<file path="src/rtl/neuron_act_collector_if.sv">
// Handshake bundle for the activation collector: scalar result in, packed
// activation vector out, plus the per-vector saturation flag.
interface neuron_act_collector_if #(
    parameter int N     = 20,
    parameter int IN_W  = 13,
    parameter int ACT_W = 9
);
    logic                 in_valid;
    logic                 in_ready;
    logic [IN_W-1:0]      in_data;
    logic                 out_valid;
    logic                 out_ready;
    logic [N*ACT_W-1:0]   out_act;
    logic                 sat_seen;

    modport slave (
        input  in_valid, in_data, out_ready,
        output in_ready, out_valid, out_act, sat_seen
    );

    modport master (
        output in_valid, in_data, out_ready,
        input  in_ready, out_valid, out_act, sat_seen
    );
endinterface

</file>
<file path="src/rtl/neuron_act_collector.sv">
// Requantises signed neuron results to ACT_W-bit activations (optional ReLU)
// and gathers N of them into a vector handed off under valid/ready.
//
// state   | meaning
// --------+-------------------------------------------------------------
// COLLECT | accepting results, writing entry[idx]; out_valid low
// FULL    | vector complete and held stable until out_ready; in_ready low
module neuron_act_collector #(
    parameter int N       = 20,
    parameter int IN_W    = 13,
    parameter int ACT_W   = 9,
    parameter int SHIFT   = 2,
    parameter int RELU_EN = 1
) (
    input  logic                   clk,
    input  logic                   rst,
    neuron_act_collector_if.slave  bus
);
    localparam int IDX_W = (N > 1) ? $clog2(N) : 1;
    localparam logic signed [IN_W-1:0] ACT_MAX = IN_W'(2**(ACT_W-1) - 1);
    localparam logic signed [IN_W-1:0] ACT_MIN = IN_W'(-(2**(ACT_W-1)));
    localparam logic [IDX_W-1:0] IDX_LAST = IDX_W'(N - 1);

    typedef enum logic {
        COLLECT = 1'b0,
        FULL    = 1'b1
    } state_t;

    state_t               state_q, state_d;
    logic [IDX_W-1:0]     idx_q, idx_d;
    logic                 sat_q, sat_d;
    logic [ACT_W-1:0]     act_q [N];
    logic [N*ACT_W-1:0]   act_flat;

    logic signed [IN_W-1:0] shifted;
    logic [ACT_W-1:0]       q_val;
    logic                   q_sat;
    logic                   accept;
    logic                   handshake;

    // Arithmetic shift floors toward -inf; no rounding term is added.
    assign shifted = $signed(bus.in_data) >>> SHIFT;

    always_comb begin
        q_val = shifted[ACT_W-1:0];
        q_sat = 1'b0;
        if ((RELU_EN != 0) && (shifted < 0)) begin
            q_val = '0;
        end else if (shifted > ACT_MAX) begin
            q_val = ACT_MAX[ACT_W-1:0];
            q_sat = 1'b1;
        end else if (shifted < ACT_MIN) begin
            q_val = ACT_MIN[ACT_W-1:0];
            q_sat = 1'b1;
        end
    end

    // in_ready is gated by rst so nothing is taken while the block is held.
    assign bus.in_ready  = (state_q == COLLECT) && !rst;
    assign bus.out_valid = (state_q == FULL);
    assign accept        = bus.in_valid && bus.in_ready;
    assign handshake     = (state_q == FULL) && bus.out_ready;

    always_comb begin
        state_d = state_q;
        idx_d   = idx_q;
        sat_d   = sat_q;
        case (state_q)
            COLLECT: begin
                if (accept) begin
                    if (q_sat) sat_d = 1'b1;
                    if (idx_q == IDX_LAST) begin
                        idx_d   = '0;
                        state_d = FULL;
                    end else begin
                        idx_d = idx_q + 1'b1;
                    end
                end
            end
            FULL: begin
                if (handshake) begin
                    state_d = COLLECT;
                    sat_d   = 1'b0;
                end
            end
            default: state_d = COLLECT;
        endcase
    end

    always_ff @(posedge clk) begin
        if (rst) begin
            state_q <= COLLECT;
            idx_q   <= '0;
            sat_q   <= 1'b0;
            for (int k = 0; k < N; k++) act_q[k] <= '0;
        end else begin
            state_q <= state_d;
            idx_q   <= idx_d;
            sat_q   <= sat_d;
            if (accept) act_q[idx_q] <= q_val;
        end
    end

    always_comb begin
        act_flat = '0;
        for (int k = 0; k < N; k++) act_flat[k*ACT_W +: ACT_W] = act_q[k];
    end

    assign bus.out_act  = act_flat;
    assign bus.sat_seen = sat_q;
endmodule
</file>
<file path="src/flat_wrapper.sv">
// flat-port wrapper written by rule: the top's interface ports become plain ports
module neuron_act_collector_flat 
#(
    parameter int N       = 20,
    parameter int IN_W    = 13,
    parameter int ACT_W   = 9,
    parameter int SHIFT   = 2,
    parameter int RELU_EN = 1
)
  (clk, rst, bus_in_valid, bus_in_data, bus_out_ready, bus_in_ready, bus_out_valid, bus_out_act, bus_sat_seen);
  neuron_act_collector_if #(.N(N), .IN_W(IN_W), .ACT_W(ACT_W)) bus_i ();
  input  logic clk;
  input  logic rst;
  input wire logic [$bits(bus_i.in_valid)-1:0] bus_in_valid;
  input wire logic [$bits(bus_i.in_data)-1:0] bus_in_data;
  input wire logic [$bits(bus_i.out_ready)-1:0] bus_out_ready;
  output wire logic [$bits(bus_i.in_ready)-1:0] bus_in_ready;
  output wire logic [$bits(bus_i.out_valid)-1:0] bus_out_valid;
  output wire logic [$bits(bus_i.out_act)-1:0] bus_out_act;
  output wire logic [$bits(bus_i.sat_seen)-1:0] bus_sat_seen;
  assign bus_i.in_valid = bus_in_valid;
  assign bus_i.in_data = bus_in_data;
  assign bus_i.out_ready = bus_out_ready;
  assign bus_in_ready = bus_i.in_ready;
  assign bus_out_valid = bus_i.out_valid;
  assign bus_out_act = bus_i.out_act;
  assign bus_sat_seen = bus_i.sat_seen;
  neuron_act_collector #(.N(N), .IN_W(IN_W), .ACT_W(ACT_W), .SHIFT(SHIFT), .RELU_EN(RELU_EN)) u_core (.clk(clk), .rst(rst), .bus(bus_i));
endmodule
</file>
<file path="config.mk">
export PLATFORM = sky130hd
export DESIGN_NAME = neuron_act_collector_flat
export DESIGN_NICKNAME = d
export VERILOG_FILES = /design/src/rtl/neuron_act_collector_if.sv /design/src/rtl/neuron_act_collector.sv /design/src/flat_wrapper.sv
export SDC_FILE = /design/constraint.sdc
export NUM_CORES = 1
export LEC_CHECK = 0
export CAP_MARGIN = 20
export CORE_ASPECT_RATIO = 0.7
export CORE_MARGIN = 3
export CORE_UTILIZATION = 47
export CTS_CLUSTER_DIAMETER = 60
export DETAILED_ROUTE_END_ITERATION = 16
export GPL_TIMING_DRIVEN = 0
export PLACE_DENSITY = 0.78
export SKIP_LAST_GASP = 1
export SYNTH_ARGS = -nofsm -noshare
export SYNTH_HDL_FRONTEND = slang
export SYNTH_SLANG_ARGS = --single-unit
</file>
<file path="constraint.sdc">
create_clock -name clk -period 2 [get_ports clk]
set_input_delay 0.3 -clock clk [delete_from_list [all_inputs] [get_ports clk]]
set_output_delay 0.3 -clock clk [all_outputs]
set_load 0.005 [all_outputs]
</file>
==> flow_metrics.tcl, run 1 <==
set metrics [dict create \
    worst_ep_required_time_ps 2120 \
    drive_gt1_frac 0.1236 \
    p_per_area_nw_per_um2 871.7 \
    post_cts_buffers 0 \
    cts_root_buffer "clkbuf_16" \
    rows 36 \
    post_drt_wl_per_cell_um 18.75 \
    top_layer "met4" \
    yosys.area.top_type "edfxtp_1" \
    drt-met1-wl_mm 7.383 \
    htreeDepth 4 \
    met3_length_mm 1.418 \
    fin_crit_ps 1961 \
    peakVddDrop_uv 722.1 \
    r2r-start "u_core.idx_q[0]" \
    fin_cells 902 \
    port_buffers 197 \
    synth_area_per_cell_um2 14.71 \
    grt_pass1_vias 4486 \
    final_util 0.7042 \
    ant_nets 0 \
    critPathCaptureType "flip-flop" \
    die_h_um 106.8 \
    clk_pin_slew_ps 70 \
    rsz0062_at_grt "true" \
    maxSlewHeadroom 0.6590 \
    synth_cells 464 \
    dpl.hpwl_mm 12.03 \
    reg2reg_depth 5 \
    hold_class "flip-flop to flip-flop" \
    startpoint "u_core.idx_q[0]" \
    drv_cap 0 \
    grt_max_degree 20 \
    die_x_um 150.0 \
    setup_viol 0 \
    fin_crit_sh 0.9807 \
    antenna_found_initial 0 \
    overflow 0 \
    hold_start "u_core.bus.sat_seen" \
    clkLatencyLatePin_ps 430 \
    num_vias 4479 \
    io_pins 200 \
    crit_type "flip-flop to flip-flop" \
    gp_congestion 0.7995 \
    area_growth_pct 44.98 \
    status "completed" \
    dieArea_um2 16030 \
    drt-initial-drc-count 300 \
    cts_buffer_depth 2 \
    critPathMaxFanout 9 \
    final_max_slew_viol_count 0 \
    antennaDiodeCount 0 \
    start_util 0.4858 \
    clock_sinks 187 \
    cts_tree "yes" \
    pre_cts_ws_ps -643.4 \
    coreArea_um2 14050 \
    worst_slack_ps 38.67 \
    seq_area_frac_synth 0.8123 \
    syn-cell-area_um2 6827 \
    worst_slew_pin_slew_ps 511.6 \
    ys_warn_count 0 \
    cts_made_buffers 17 \
    crit_arrival_ps 2090 \
    max_freq_mhz 509.9 \
    synth_area_leaders "edfxtp_1 (79%), nor2_1 (8.9%), dfxtp_1 (2.1%)" \
    synth_cell_types 27 \
    cp-start-kind "flip-flop" \
    drc 0 \
    track_usage 0.2166 \
    drt_pass1_iterations 5 \
    p_leak_nw 3.652 \
    synth_top_area_share 0.7918 \
    place_area_um2 9107 \
    final-hold-violation-count 0 \
    route.met2.wl_mm 7.790 \
    whs_path_depth 2 \
    vias_per_cell 4.966 \
    fin_nets 720 \
    clock_skew_ps 7.310 \
    fin_area_um2 9897 \
    drt-total-wl_mm 16.91 \
    ys_seq_elements 187 \
    dp.cells 870 \
    grt_pass1_wl_mm 25.42 \
]
[final timing paths]
kind	endpoint	slack, ps
worst max-delay path	u_core.act_q[3][5]	40
worst min-delay path	u_core.bus.sat_seen	480
worst max register to register	u_core.act_q[3][5]	40
worst min register to register	u_core.bus.sat_seen	480
[cell families (layout without fill, tap and decap cells)]
| logic type | Yosys count | in the layout | synth area share |
|---|---|---|---|
| AO/OA/AOI/OAI | 17 | 17 | 0.01631 |
| adder cells (fa/ha/maj) | 4 | 4 | 0.007332 |
| buffers and inverters | 29 | 258 | 0.01943 |
| flip-flops | 187 | 187 | 0.8123 |
| multiplexers | 1 | 1 | 0.001466 |
| other | 1 | 20 | 0.0005493 |
| AND/OR/NAND/NOR | 225 | 225 | 0.1426 |
[cell usage in the layout, fill, tap and decap left out, types with 3 or more instances in the layout]
master and instances:
inv_6 5, ha_1 4, dfxtp_1 7, clkbuf_1 3, edfxtp_1 180, clkdlybuf4s50_1 196, nor3b_2 3, nor4bb_1 4
o21bai_1 8, nand2b_4 13, nand2_1 18, nor2_1 162, clkbuf_16 17, nand2b_2 7, conb_1 20, inv_8 3
nand2_2 6, clkbuf_2 3, clkinv_8 3, a21oi_1 6, buf_2 19
[stage by stage]
stage	hold slack (ps)	power [mW]	setup TNS [ps]
floorplan	448.2	4.765	0
global placement	458.0	5.199	-88760
detailed placement	464.9	5.220	-101730
CTS	479.4	8.668	-886.6
global route	492.1	8.891	-3752
finish	479.6	8.627	0
[per-layer routing]
layer	track usage	vias up
met5	0	-
met4	0.07376	0
met3	0.06464	24
li1	-	2074
met1	0.3054	2185
met2	0.3251	196
[critical path: stages (launching register included)]
cell	delay, ps
dfxtp_1	440
ha_1	230
nor4bb_1	210
buf_2	220
nand2_1	290
nand2b_4	270
[repair_timing]
action,in CTS,in global routing
setup endpoints to repair,181,181
resized for setup,32,20
hold buffers,0,0
[report_power, final]
group	switching, mW	internal [mW]	leakage [nW]	total [mW]
Combinational	0.310	0.342	1.44	0.652
Sequential	0.0556	4.44	1.91	4.50
Clock	1.56	1.92	0.304	3.48
[cell usage after synthesis]
library cell / count
edfxtp_1: 180
nor2_1: 162
nand2_1: 24
nand2b_1: 22
buf_2: 19
clkbuf_1: 8
o21bai_1: 8
dfxtp_1: 7
a21oi_1: 6
ha_1: 4
nor4bb_1: 4
inv_1: 2
nor2b_1: 2
nor3b_1: 2
or3_1: 2
a211o_1: 1
and3b_1: 1
conb_1: 1
mux2i_1: 1
nand3_1: 1
nand4bb_1: 1
nor3_1: 1
nor3b_2: 1
o21ai_0: 1
o31ai_1: 1
or2_2: 1
or3b_2: 1
[cell type report]
| type | count | area, µm² |
|---|---|---|
| sequential | 187 | 5545 |
| fill | 949 | 4156 |
| timing repair buffer | 197 | 1971 |
| multi-input combinational | 267 | 1365 |
| clock buffer | 17 | 425.4 |
| tap | 190 | 237.7 |
| clock inverter | 15 | 202.7 |
| buffer | 27 | 142.6 |
| inverter | 2 | 7.507 |
[registers in the layout, indices dropped and copies added, names as in the netlist]
register and cells:
u_core.bus.out_valid 1, u_core.bus.sat_seen 1, u_core.idx_q 5, u_core.act_q 180
(Power assumes the default switching activity.)
==> run 2: changes to the inputs <==
- SLEW_MARGIN: default -> 25
==> results of run 2 <==
Same layout as run 1: the final DEF is identical, and so are final timing and power.
==> run 3: changes to the inputs <==
- CORE_UTILIZATION: 47 -> 49
- CTS_BUF_LIST: default -> sky130_fd_sc_hd__clkbuf_8
- PLACE_DENSITY: 0.78 -> 0.81
- RECOVER_POWER: default -> 100
==> flow_metrics.tcl, run 3 (synthesis gave the netlist of run 1 again) <==
set metrics [dict create \
    clkLatencyLatePin_ps 450 \
    gp_congestion 0.8113 \
    final_max_slew_viol_count 0 \
    peakVddDrop_uv 493.8 \
    slowest_delay_ps 510 \
    clock_sinks 187 \
    fin_nets 721 \
    clock_skew_ps 20.68 \
    cts_tree "yes" \
    drc 0 \
    drt-initial-drc-count 353 \
    worst_slew_pin_slew_ps 551.3 \
    max_freq_mhz 506.9 \
    critPathMaxFanout 11 \
    critPathCaptureType "output pin" \
    hold_class "flip-flop to flip-flop" \
    cts_root_buffer "clkbuf_8" \
    final-hold-violation-count 0 \
    area_growth_pct 41.92 \
    r2r-start "u_core.idx_q[0]" \
    met3_usage 0.06545 \
    rsz0062_at_grt "true" \
    die_h_um 104.8 \
    crit_type "primary input to output pin" \
    fin_crit_ps 1973 \
    port_buffers 197 \
    num_vias 4580 \
    place_area_um2 9101 \
    drt-total-wl_mm 17.50 \
    cp-start-kind "primary input" \
    cts_made_buffers 17 \
    htreeDepth 4 \
    coreArea_um2 13400 \
    track_usage 0.2308 \
    largest_register_ffs 180 \
    dpl.hpwl_mm 12.56 \
    fin_tns_setup_ps 0 \
    clk_pin_slew_ps 90 \
    vias_per_cell 5.100 \
    mostFrequentLayoutCell "clkdlybuf4s50_1" \
    grt_max_degree 20 \
    use_met1 0.2980 \
    drt_pass1_iterations 4 \
    dp.cells 865 \
    drive_gt1_frac 0.1276 \
    worst_ep_required_time_ps 1700 \
    crit_arrival_ps 1670 \
    largestRegisters "u_core.act_q: 180 flops, u_core.idx_q: 5 flops" \
    grt_pass1_vias 4687 \
    start_util 0.5094 \
    crit_path_cell_trace "dlygate4sd2_1 > clkbuf_8 > clkbuf_4 > nor2_1 > clkdlybuf4s50_1" \
    startpoint "rst" \
    busiest_layer "met2" \
    hold_buffers 0 \
    die_x_um 147.1 \
    antennaDiodeCount 0 \
    antenna_found_initial 0 \
    fin_cells 898 \
    grt_pass1_wl_mm 26.72 \
    fin_crit_sh 0.9864 \
    crit_slowest_cell "clkdlybuf4s50_1" \
    maxSlewHeadroom 0.6317 \
    dieArea_um2 15410 \
    final_util 0.7230 \
    cts_buffer_depth 2 \
    whs_ps 488.6 \
    regMostFlops "u_core.act_q" \
    io_pins 200 \
    fin_area_um2 9688 \
    overflow 0 \
    setup_viol 0 \
    r2r_slack_ps 30 \
    p_per_area_nw_per_um2 782.2 \
    reg2reg_depth 5 \
    reg2reg_to "u_core.act_q[19][4]" \
    post_drt_wl_per_cell_um 19.49 \
    drv_cap 0 \
    p_leak_nw 3.584 \
    cp-endpoint "bus_in_ready" \
    rows 35 \
    status "completed" \
    ant_nets 0 \
    final_cell_mix "clkdlybuf4s50_1 (196), edfxtp_1 (180), nor2_1 (162), buf_2 (20), conb_1 (20)" \
    use_met2 0.3696 \
]
==> run 3: power breakdown <==
part	internal (mW)	switching, mW
clock network	0.934	1.48
registers	4.44	0.0567
logic	0.348	0.318
total	5.72	1.86
==> run 3: per-layer routing <==
| layer | routed length, µm | part of all wire |
|---|---|---|
| met1 | 7162 | 0.41 |
| met2 | 8380 | 0.48 |
| met4 | 433 | 0.025 |
| met5 | 0 | 0 |
| met3 | 1527 | 0.087 |
==> run 3: cell type report <==
cell class	instances	area [µm²]
sequential	187	5545
fill	920	3712
timing repair buffer	197	1971
multi-input combinational	268	1404
clock buffer	17	234.0
tap	185	231.5
clock inverter	15	152.6
buffer	27	142.6
inverter	2	7.507
==> run 3: critical path, delay by kind of cell <==
kind                   cells  cell delay (ps)
buffers and inverters      4             1260
AND/OR/NAND/NOR            1              120
==> run 3: how the worst min path moves through the flow <==
stage,startpoint,end,slack [ps],cells after the start
after global placement,u_core.bus.sat_seen,u_core.bus.sat_seen,460,2
after detailed placement,u_core.bus.sat_seen,u_core.bus.sat_seen,480,2
final,u_core.bus.sat_seen,u_core.bus.sat_seen,490,2
after floorplan,u_core.bus.sat_seen,u_core.bus.sat_seen,450,2
after global routing,bus_out_ready,u_core.bus.out_valid,520,3
after CTS,u_core.bus.sat_seen,u_core.bus.sat_seen,490,2
==> run 3: metrics by stage <==
step | setup WS, ps | power [mW]
after detailed placement | -731.4 | 5.223
after CTS | -55.57 | 7.591
after global routing | -110.7 | 7.823
final | 27.21 | 7.578
after global placement | -647.1 | 5.206
after floorplan | 282.2 | 4.765
==> run 3: repair_timing <==
action	CTS	global route
pin swaps	0	0
cloned	0	1
endpoints found under the setup margin	181	171
gates resized for setup	31	30
setup buffers	0	0
